--- config.mk ---
export PLATFORM = sky130hd
export DESIGN_NAME = demux_rr_dispatch_flat
export DESIGN_NICKNAME = d
export VERILOG_FILES = /design/src/rtl/demux_rr_dispatch_if.sv /design/src/rtl/demux_rr_dispatch.sv /design/src/flat_wrapper.sv
export SDC_FILE = /design/constraint.sdc
export NUM_CORES = 1
export LEC_CHECK = 0
export CAP_MARGIN = 10
export CORE_ASPECT_RATIO = 0.9
export CORE_MARGIN = 4
export CORE_UTILIZATION = 44
export DETAILED_ROUTE_END_ITERATION = 12
export PLACE_DENSITY = 0.79
export SETUP_SLACK_MARGIN = 0.02
export SYNTH_ARGS = -nofsm -noshare
export SYNTH_HDL_FRONTEND = slang
export SYNTH_SLANG_ARGS = --single-unit
--- constraint.sdc ---
create_clock -name clk -period 2.4 [get_ports clk]
set_input_delay 0.48 -clock clk [delete_from_list [all_inputs] [get_ports clk]]
set_output_delay 0.48 -clock clk [all_outputs]
set_load 0.02 [all_outputs]
--- src/rtl/demux_rr_dispatch_if.sv ---
// ============================================================================
// Module   : demux_rr_dispatch_if
// Purpose  : Source, sink and status bundle for the 1x4 demux dispatcher.
// Revision : 1.0  initial release
// ============================================================================
`default_nettype none

interface demux_rr_dispatch_if #(
    parameter int WIDTH = 8,
    parameter int CNT_W = 16
);
    logic             in_valid;
    logic [WIDTH-1:0] in_data;
    logic             in_ready;
    logic             mode;
    logic [1:0]       dest;
    logic [3:0]       lane_en;
    logic [1:0]       sel;
    logic [3:0]       out_valid;
    logic [WIDTH-1:0] out_data;
    logic [3:0]       out_ready;
    logic [CNT_W-1:0] xfer_cnt;

    modport master (
        output in_valid, in_data, mode, dest, lane_en, out_ready,
        input  in_ready, sel, out_valid, out_data, xfer_cnt
    );

    modport slave (
        input  in_valid, in_data, mode, dest, lane_en, out_ready,
        output in_ready, sel, out_valid, out_data, xfer_cnt
    );
endinterface

`default_nettype wire

--- src/rtl/demux_rr_dispatch.sv ---
// ============================================================================
// Module   : demux_rr_dispatch
// Purpose  : One-word buffer routing a valid/ready stream to four lanes,
//            round-robin over enabled lanes or to a fixed destination.
// Revision : 1.0  initial release
// ============================================================================
`default_nettype none

module demux_rr_dispatch #(
    parameter int WIDTH = 8,
    parameter int CNT_W = 16
) (
    input  wire logic            clk,
    input  wire logic            rst,
    demux_rr_dispatch_if.slave   dmx
);
    localparam logic [0:0] ST_IDLE = 1'b0;
    localparam logic [0:0] ST_HOLD = 1'b1;

    logic [0:0]       state_q, state_d;
    logic [1:0]       sel_q, sel_d;
    logic [1:0]       rr_ptr_q, rr_ptr_d;
    logic [WIDTH-1:0] out_data_q, out_data_d;
    logic [CNT_W-1:0] xfer_cnt_q, xfer_cnt_d;

    logic       w_holding;
    logic       w_fire_out;
    logic       w_fire_in;
    logic       w_can_route;
    logic       w_in_ready;
    logic [1:0] w_rr_base;
    logic [1:0] w_idx;
    logic [1:0] w_tgt;

    assign w_holding   = (state_q == ST_HOLD);
    assign w_fire_out  = w_holding & dmx.out_ready[sel_q];
    assign w_can_route = dmx.mode | (|dmx.lane_en);
    assign w_in_ready  = w_can_route & (~w_holding | dmx.out_ready[sel_q]);
    assign w_fire_in   = dmx.in_valid & w_in_ready;

    // While holding, a pass-through word must search from the lane after the
    // one now completing, since rr_ptr_q has not been updated yet.
    assign w_rr_base = w_holding ? (sel_q + 2'd1) : rr_ptr_q;

    // Scan from farthest to nearest so the nearest enabled lane wins.
    always_comb begin
        w_tgt = w_rr_base;
        w_idx = w_rr_base;
        if (dmx.mode) begin
            w_tgt = dmx.dest;
        end else begin
            for (int k = 3; k >= 0; k--) begin
                w_idx = w_rr_base + 2'(k);
                if (dmx.lane_en[w_idx]) begin
                    w_tgt = w_idx;
                end
            end
        end
    end

    always_comb begin
        state_d    = state_q;
        sel_d      = sel_q;
        rr_ptr_d   = rr_ptr_q;
        out_data_d = out_data_q;
        xfer_cnt_d = xfer_cnt_q;
        if (w_fire_out) begin
            xfer_cnt_d = xfer_cnt_q + 1'b1;
            rr_ptr_d   = sel_q + 2'd1;
            state_d    = ST_IDLE;
        end
        if (w_fire_in) begin
            out_data_d = dmx.in_data;
            sel_d      = w_tgt;
            state_d    = ST_HOLD;
        end
    end

    always_ff @(posedge clk) begin
        if (rst) begin
            state_q    <= ST_IDLE;
            sel_q      <= 2'd0;
            rr_ptr_q   <= 2'd0;
            out_data_q <= '0;
            xfer_cnt_q <= '0;
        end else begin
            state_q    <= state_d;
            sel_q      <= sel_d;
            rr_ptr_q   <= rr_ptr_d;
            out_data_q <= out_data_d;
            xfer_cnt_q <= xfer_cnt_d;
        end
    end

    assign dmx.in_ready  = w_in_ready;
    assign dmx.sel       = sel_q;
    assign dmx.out_valid = w_holding ? (4'b0001 << sel_q) : 4'b0000;
    assign dmx.out_data  = out_data_q;
    assign dmx.xfer_cnt  = xfer_cnt_q;

endmodule

`default_nettype wire

--- src/flat_wrapper.sv ---
// flat-port wrapper written by rule: the top's interface ports become plain ports
module demux_rr_dispatch_flat 
#(
    parameter int WIDTH = 8,
    parameter int CNT_W = 16
)
  (clk, rst, dmx_in_valid, dmx_in_data, dmx_mode, dmx_dest, dmx_lane_en, dmx_out_ready, dmx_in_ready, dmx_sel, dmx_out_valid, dmx_out_data, dmx_xfer_cnt);
  demux_rr_dispatch_if #(.WIDTH(WIDTH), .CNT_W(CNT_W)) dmx_i ();
  input  wire logic clk;
  input  wire logic rst;
  input wire logic [$bits(dmx_i.in_valid)-1:0] dmx_in_valid;
  input wire logic [$bits(dmx_i.in_data)-1:0] dmx_in_data;
  input wire logic [$bits(dmx_i.mode)-1:0] dmx_mode;
  input wire logic [$bits(dmx_i.dest)-1:0] dmx_dest;
  input wire logic [$bits(dmx_i.lane_en)-1:0] dmx_lane_en;
  input wire logic [$bits(dmx_i.out_ready)-1:0] dmx_out_ready;
  output wire logic [$bits(dmx_i.in_ready)-1:0] dmx_in_ready;
  output wire logic [$bits(dmx_i.sel)-1:0] dmx_sel;
  output wire logic [$bits(dmx_i.out_valid)-1:0] dmx_out_valid;
  output wire logic [$bits(dmx_i.out_data)-1:0] dmx_out_data;
  output wire logic [$bits(dmx_i.xfer_cnt)-1:0] dmx_xfer_cnt;
  assign dmx_i.in_valid = dmx_in_valid;
  assign dmx_i.in_data = dmx_in_data;
  assign dmx_i.mode = dmx_mode;
  assign dmx_i.dest = dmx_dest;
  assign dmx_i.lane_en = dmx_lane_en;
  assign dmx_i.out_ready = dmx_out_ready;
  assign dmx_in_ready = dmx_i.in_ready;
  assign dmx_sel = dmx_i.sel;
  assign dmx_out_valid = dmx_i.out_valid;
  assign dmx_out_data = dmx_i.out_data;
  assign dmx_xfer_cnt = dmx_i.xfer_cnt;
  demux_rr_dispatch #(.WIDTH(WIDTH), .CNT_W(CNT_W)) u_core (.clk(clk), .rst(rst), .dmx(dmx_i));
endmodule
# Word level (Yosys, flattened, before mapping)
# Index checks and enable logic that the tools add are counted.
# word_totals
reg_bits	29
in_bits	22
output_inout_bits	31
word_cells	43
# classes
addsub	5
order_cmp	5
shift	1
muxes	19
bitwise	6
n_reduce_logical	2
# op_table
cell	n
$add A16 B1 Y16 const B	1
$lt A2 B3 Y1 const B	5
$mux W2	6
$bmux W1 S2	5
$mux W1	7
$add A2 B1 Y2 const B	2
$add A2 B2 Y2 const B	2
$mux W4	1
$reduce_or A4 Y1	1
$shl A1 B2 Y4 const A	1
$and A1 B1 Y1	3
$or A1 B1 Y1	2
$reduce_bool A2 Y1	1
$not A1 Y1	1

# Longest topological paths before layout
# depth
word_depth	10
depth_mapped	7
ltp_nobuf	7

# Worst setup path before layout
# No wires, ideal clock.
# synth_path
kind	register to register
start	register u_core.sel_q[0] (netlist: u_core.dmx.sel[0])
end	register u_core.sel_q[0] (netlist: u_core.dmx.sel[0])
setup_ns	0.103
t_arrival_ns	2.068
t_required_ns	2.297
slack_ns	0.229
stages_incl_launch_ff	8
path_buffers	0
path_cell_list	dfxtp_1 -> inv_1 -> ha_1 -> mux2i_1 -> nand2_1 -> a221oi_1 -> a2111oi_2 -> a2111oi_2
# synth_between
elab_chain_cells	10
word_cells_on_any_way	23
# synth_lines
item	line_no	source
start: declaration	demux_rr_dispatch.sv:21	logic [1:0] sel_q, sel_d;
start signal: assignment	demux_rr_dispatch.sv:88	sel_q <= sel_d;
$add A2 B1 Y2	demux_rr_dispatch.sv:43	assign w_rr_base = w_holding ? (sel_q + 2'd1) : rr_ptr_q;
$mux W2	demux_rr_dispatch.sv:43	
$add A2 B2 Y2	demux_rr_dispatch.sv:53	w_idx = w_rr_base + 2'(k);
$bmux W1 S2	demux_rr_dispatch.sv:54	if (dmx.lane_en[w_idx]) begin
$mux W1 (not written as such)	demux_rr_dispatch.sv:54	
$mux W2 (4 in a row)	demux_rr_dispatch.sv:54	
$mux W2	demux_rr_dispatch.sv:49	if (dmx.mode) begin
# Several ways; a longest one is shown, not always the timed one. The select of a mux whose other input is x is not followed.
# A chain may end at the register's enable or synchronous reset.

# Worst setup path in the final report
# layout_path
start	input port dmx_out_ready[2]
end	output port dmx_in_ready
# layout_between
elab_chain_cells	4
# layout_lines
item	line_no	source
start: declaration	flat_wrapper.sv:16	input wire logic [$bits(dmx_i.out_ready)-1:0] dmx_out_ready;
$bmux W1 S2	demux_rr_dispatch.sv:38	assign w_in_ready = w_can_route & (~w_holding | dmx.out_ready[sel_q]);
$mux W1 (not written as such)	demux_rr_dispatch.sv:38	
$or A1 B1 Y1	demux_rr_dispatch.sv:38	
$and A1 B1 Y1	demux_rr_dispatch.sv:38	
end: declaration	flat_wrapper.sv:17	output wire logic [$bits(dmx_i.in_ready)-1:0] dmx_in_ready;
# No other way between the ends. The select of a mux whose other input is x is not followed.

==> results.json <==
{
  "status": "complete, no violations",
  "drc_errors": 0,
  "layout_common_cells": "51 x clkdlybuf4s50_1, 28 x nor2_1, 28 x dfxtp_1",
  "dr.pass1.iters": 4,
  "finalSetupViolations": 0,
  "required_ns": 1.92,
  "rsz0062_at_grt": "no",
  "clockBufferDepth": 2,
  "ant_nets": 0,
  "root_buffer": "clkbuf_8",
  "drv_slew": 0,
  "leakage_uw": 0.0008747,
  "cts_hold_buf": 0,
  "cts_tree": "done",
  "routed_wl_mm": 3.726,
  "syn-num-nets": 193,
  "design.core.area_um2": 3138,
  "cp_cell_sequence": "clkdlybuf4s50_1 -> mux4_2 -> nand2b_4 -> o21a_1 -> buf_2",
  "vias": 1426,
  "powerDensity_nw_per_um2": 557.3,
  "dp_worst_setup_slack_ns": -0.2659,
  "clkTransAtPathRegs_ns": 0.06,
  "die_area_um2": 4348,
  "period_minus_slack_ns": 2.288,
  "mostFrequentLayoutCell": "clkdlybuf4s50_1",
  "chipHeight_um": 62.96,
  "yosysTopAreaCell": "dfxtp_1",
  "routedWlPerCell_um": 13.70,
  "grt_pass1_vias": 1380,
  "syn_area_um2": 1476,
  "synth_edf_count": 0,
  "critPathMaxFanout": 2,
  "crit_arrival_ns": 1.81,
  "gp_congestion": 0.8532,
  "drive_gt1_frac": 0.1348,
  "gr-usage-all-layers": 0.1731,
  "critPathMaxStageDelay_ns": 0.50,
  "die_x_um": 69.06,
  "initial_core_util": 0.4705,
  "dp_hpwl_mm": 2.805,
  "fin_skew_ns": 0.005206,
  "synth_cell_types": 37,
  "antenna_found_initial": 0,
  "clock-sinks": 29,
  "max_freq_mhz": 437.1,
  "peakVddDrop_mv": 0.3737,
  "globalRouteOverflowTotal": 0,
  "synth_seq_cells": 29,
  "rows": 19,
  "cts_setup_buffers": 0,
  "n_antenna_cell": 0,
  "worst_slew_pin_slew_ns": 0.4955,
  "endpoint_kind": "primary output",
  "yosysTopAreaCellShare": 0.3932,
  "slew_headroom": 0.6686,
  "crit_slowest_cell": "mux4_2",
  "cap_violations": 0,
  "netlist_top_cells_area": "dfxtp_1 39%, nor2_1 7.1%, xor2_1 7.1%, mux2i_1 6.1%, ha_1 4.2%",
  "fin_crit_sh": 0.9532,
  "cp-start-kind": "input pin",
  "async_reset_ff_frac": 0,
  "yosysWarnings": 0,
  "ys_seq_area_frac": 0.3932,
  "grt_max_degree": 21,
  "holdWs_ns": 0.4925,
  "nets": 256,
  "grt_pass1_wl_mm": 6.168,
  "finalHoldViolations": 0,
  "h-tree-depth": 2,
  "netlist_instances": 166,
  "via_per_inst": 5.243,
  "worstHoldPathType": "reg2reg",
  "syn2layout_area_growth_pct": 50.93,
  "clk_latency_ns": 0.28,
  "drt_iter0_markers": 92,
  "portBuffers": 52,
  "worst-setup-path-type": "in2out",
  "ys.flop_type": "dfxtp_1",
  "cts_buffers": 5,
  "worst_slack_ns": 0.1123,
  "p_total_uw": 1242,
  "syn_avg_cell_area_um2": 8.894,
  "io_pins": 53
}
-- final timing paths --
kind,start,endpoint,slack [ns],depth (start not counted)
min reg2reg,u_core.dmx.xfer_cnt[1],u_core.dmx.xfer_cnt[1],0.49,2
min,u_core.dmx.xfer_cnt[1],u_core.dmx.xfer_cnt[1],0.49,2
max reg2reg,u_core.dmx.sel[0],u_core.dmx.sel[0],0.28,8
max,dmx_out_ready[2],dmx_in_ready,0.11,5
-- per-layer routing --
metal,vias up,wire length [um],track usage
li1,698,-,-
met3,6,245,0.06270
met5,-,0,0
met4,0,58,0.07073
met1,671,1628,0.1986
met2,51,1794,0.2905
-- cells by family after synthesis --
group                      share of synthesized area
and+or+nand+nor                               0.2500
DFF                                           0.3932
AOI/OAI and AO/OA                             0.1093
xor gates and xnor gates                     0.08899
buffers and inverters                        0.03983
muxes                                        0.07627
adders and majority gates                    0.04237
-- state kept, by name, summed over array words and instances, names as in the netlist --
register,flops
u_core.dmx.out_data,8
u_core.dmx.sel,2
u_core.dmx.xfer_cnt,16
u_core.rr_ptr_q,2
u_core.state_q,1
-- layout make-up --
cell class                      count  area, um^2
Clock buffer                        7       96.34
Clock inverter                      1       5.005
Fill cell                         255       909.6
Inverter                            5       18.77
Multi-Input combinational cell    124       855.8
Sequential cell                    29       581.8
Tap cell                           42       52.55
Timing Repair Buffer               64       618.1
-- Yosys cell counts, types with 5 or more instances --
master	number
a21oi_1	5
and2_1	6
clkbuf_1	5
dfxtp_1	29
ha_1	5
inv_1	5
mux2i_1	9
nand2_1	13
nand3_1	8
nand4_1	5
nor2_1	28
xor2_1	12
-- critical path, delay by kind of cell --
kind / cells / cell delay [ns]
buffers and inverters: 2 / 0.55
muxes: 1 / 0.50
and+or+nand+nor: 1 / 0.17
AOI/OAI and AO/OA: 1 / 0.11
-- per-stage QoR --
| stage | instance area, um^2 | cells | TNS (ns) | util |
|---|---|---|---|---|
| 4_1_cts | 2208 | 272 | 0 | 0.7037 |
| 3_5_place_dp | 2112 | 264 | -1.215 | 0.6730 |
| 3_3_place_gp | 2112 | 264 | -0.6423 | 0.6730 |
| 6_report | 2228 | 272 | 0 | 0.7101 |
| 5_1_grt | 2228 | 272 | 0 | 0.7101 |
| 2_1_floorplan | 1476 | 166 | 0 | - |
-- where the power goes --
group          internal [uW]  switching (uW)  total, uW
Sequential               502            26.6        529
Combinational            145             127        272
Clock                    259             182        441
Total                    906             336       1240
-- repair_timing --
item / in CTS / in global routing
setup endpoints to repair: 1 / 2
resized for setup: 4 / 4
endpoints found under the hold margin: 0 / 0
No activity file was read; power rests on OpenSTA's default activity.
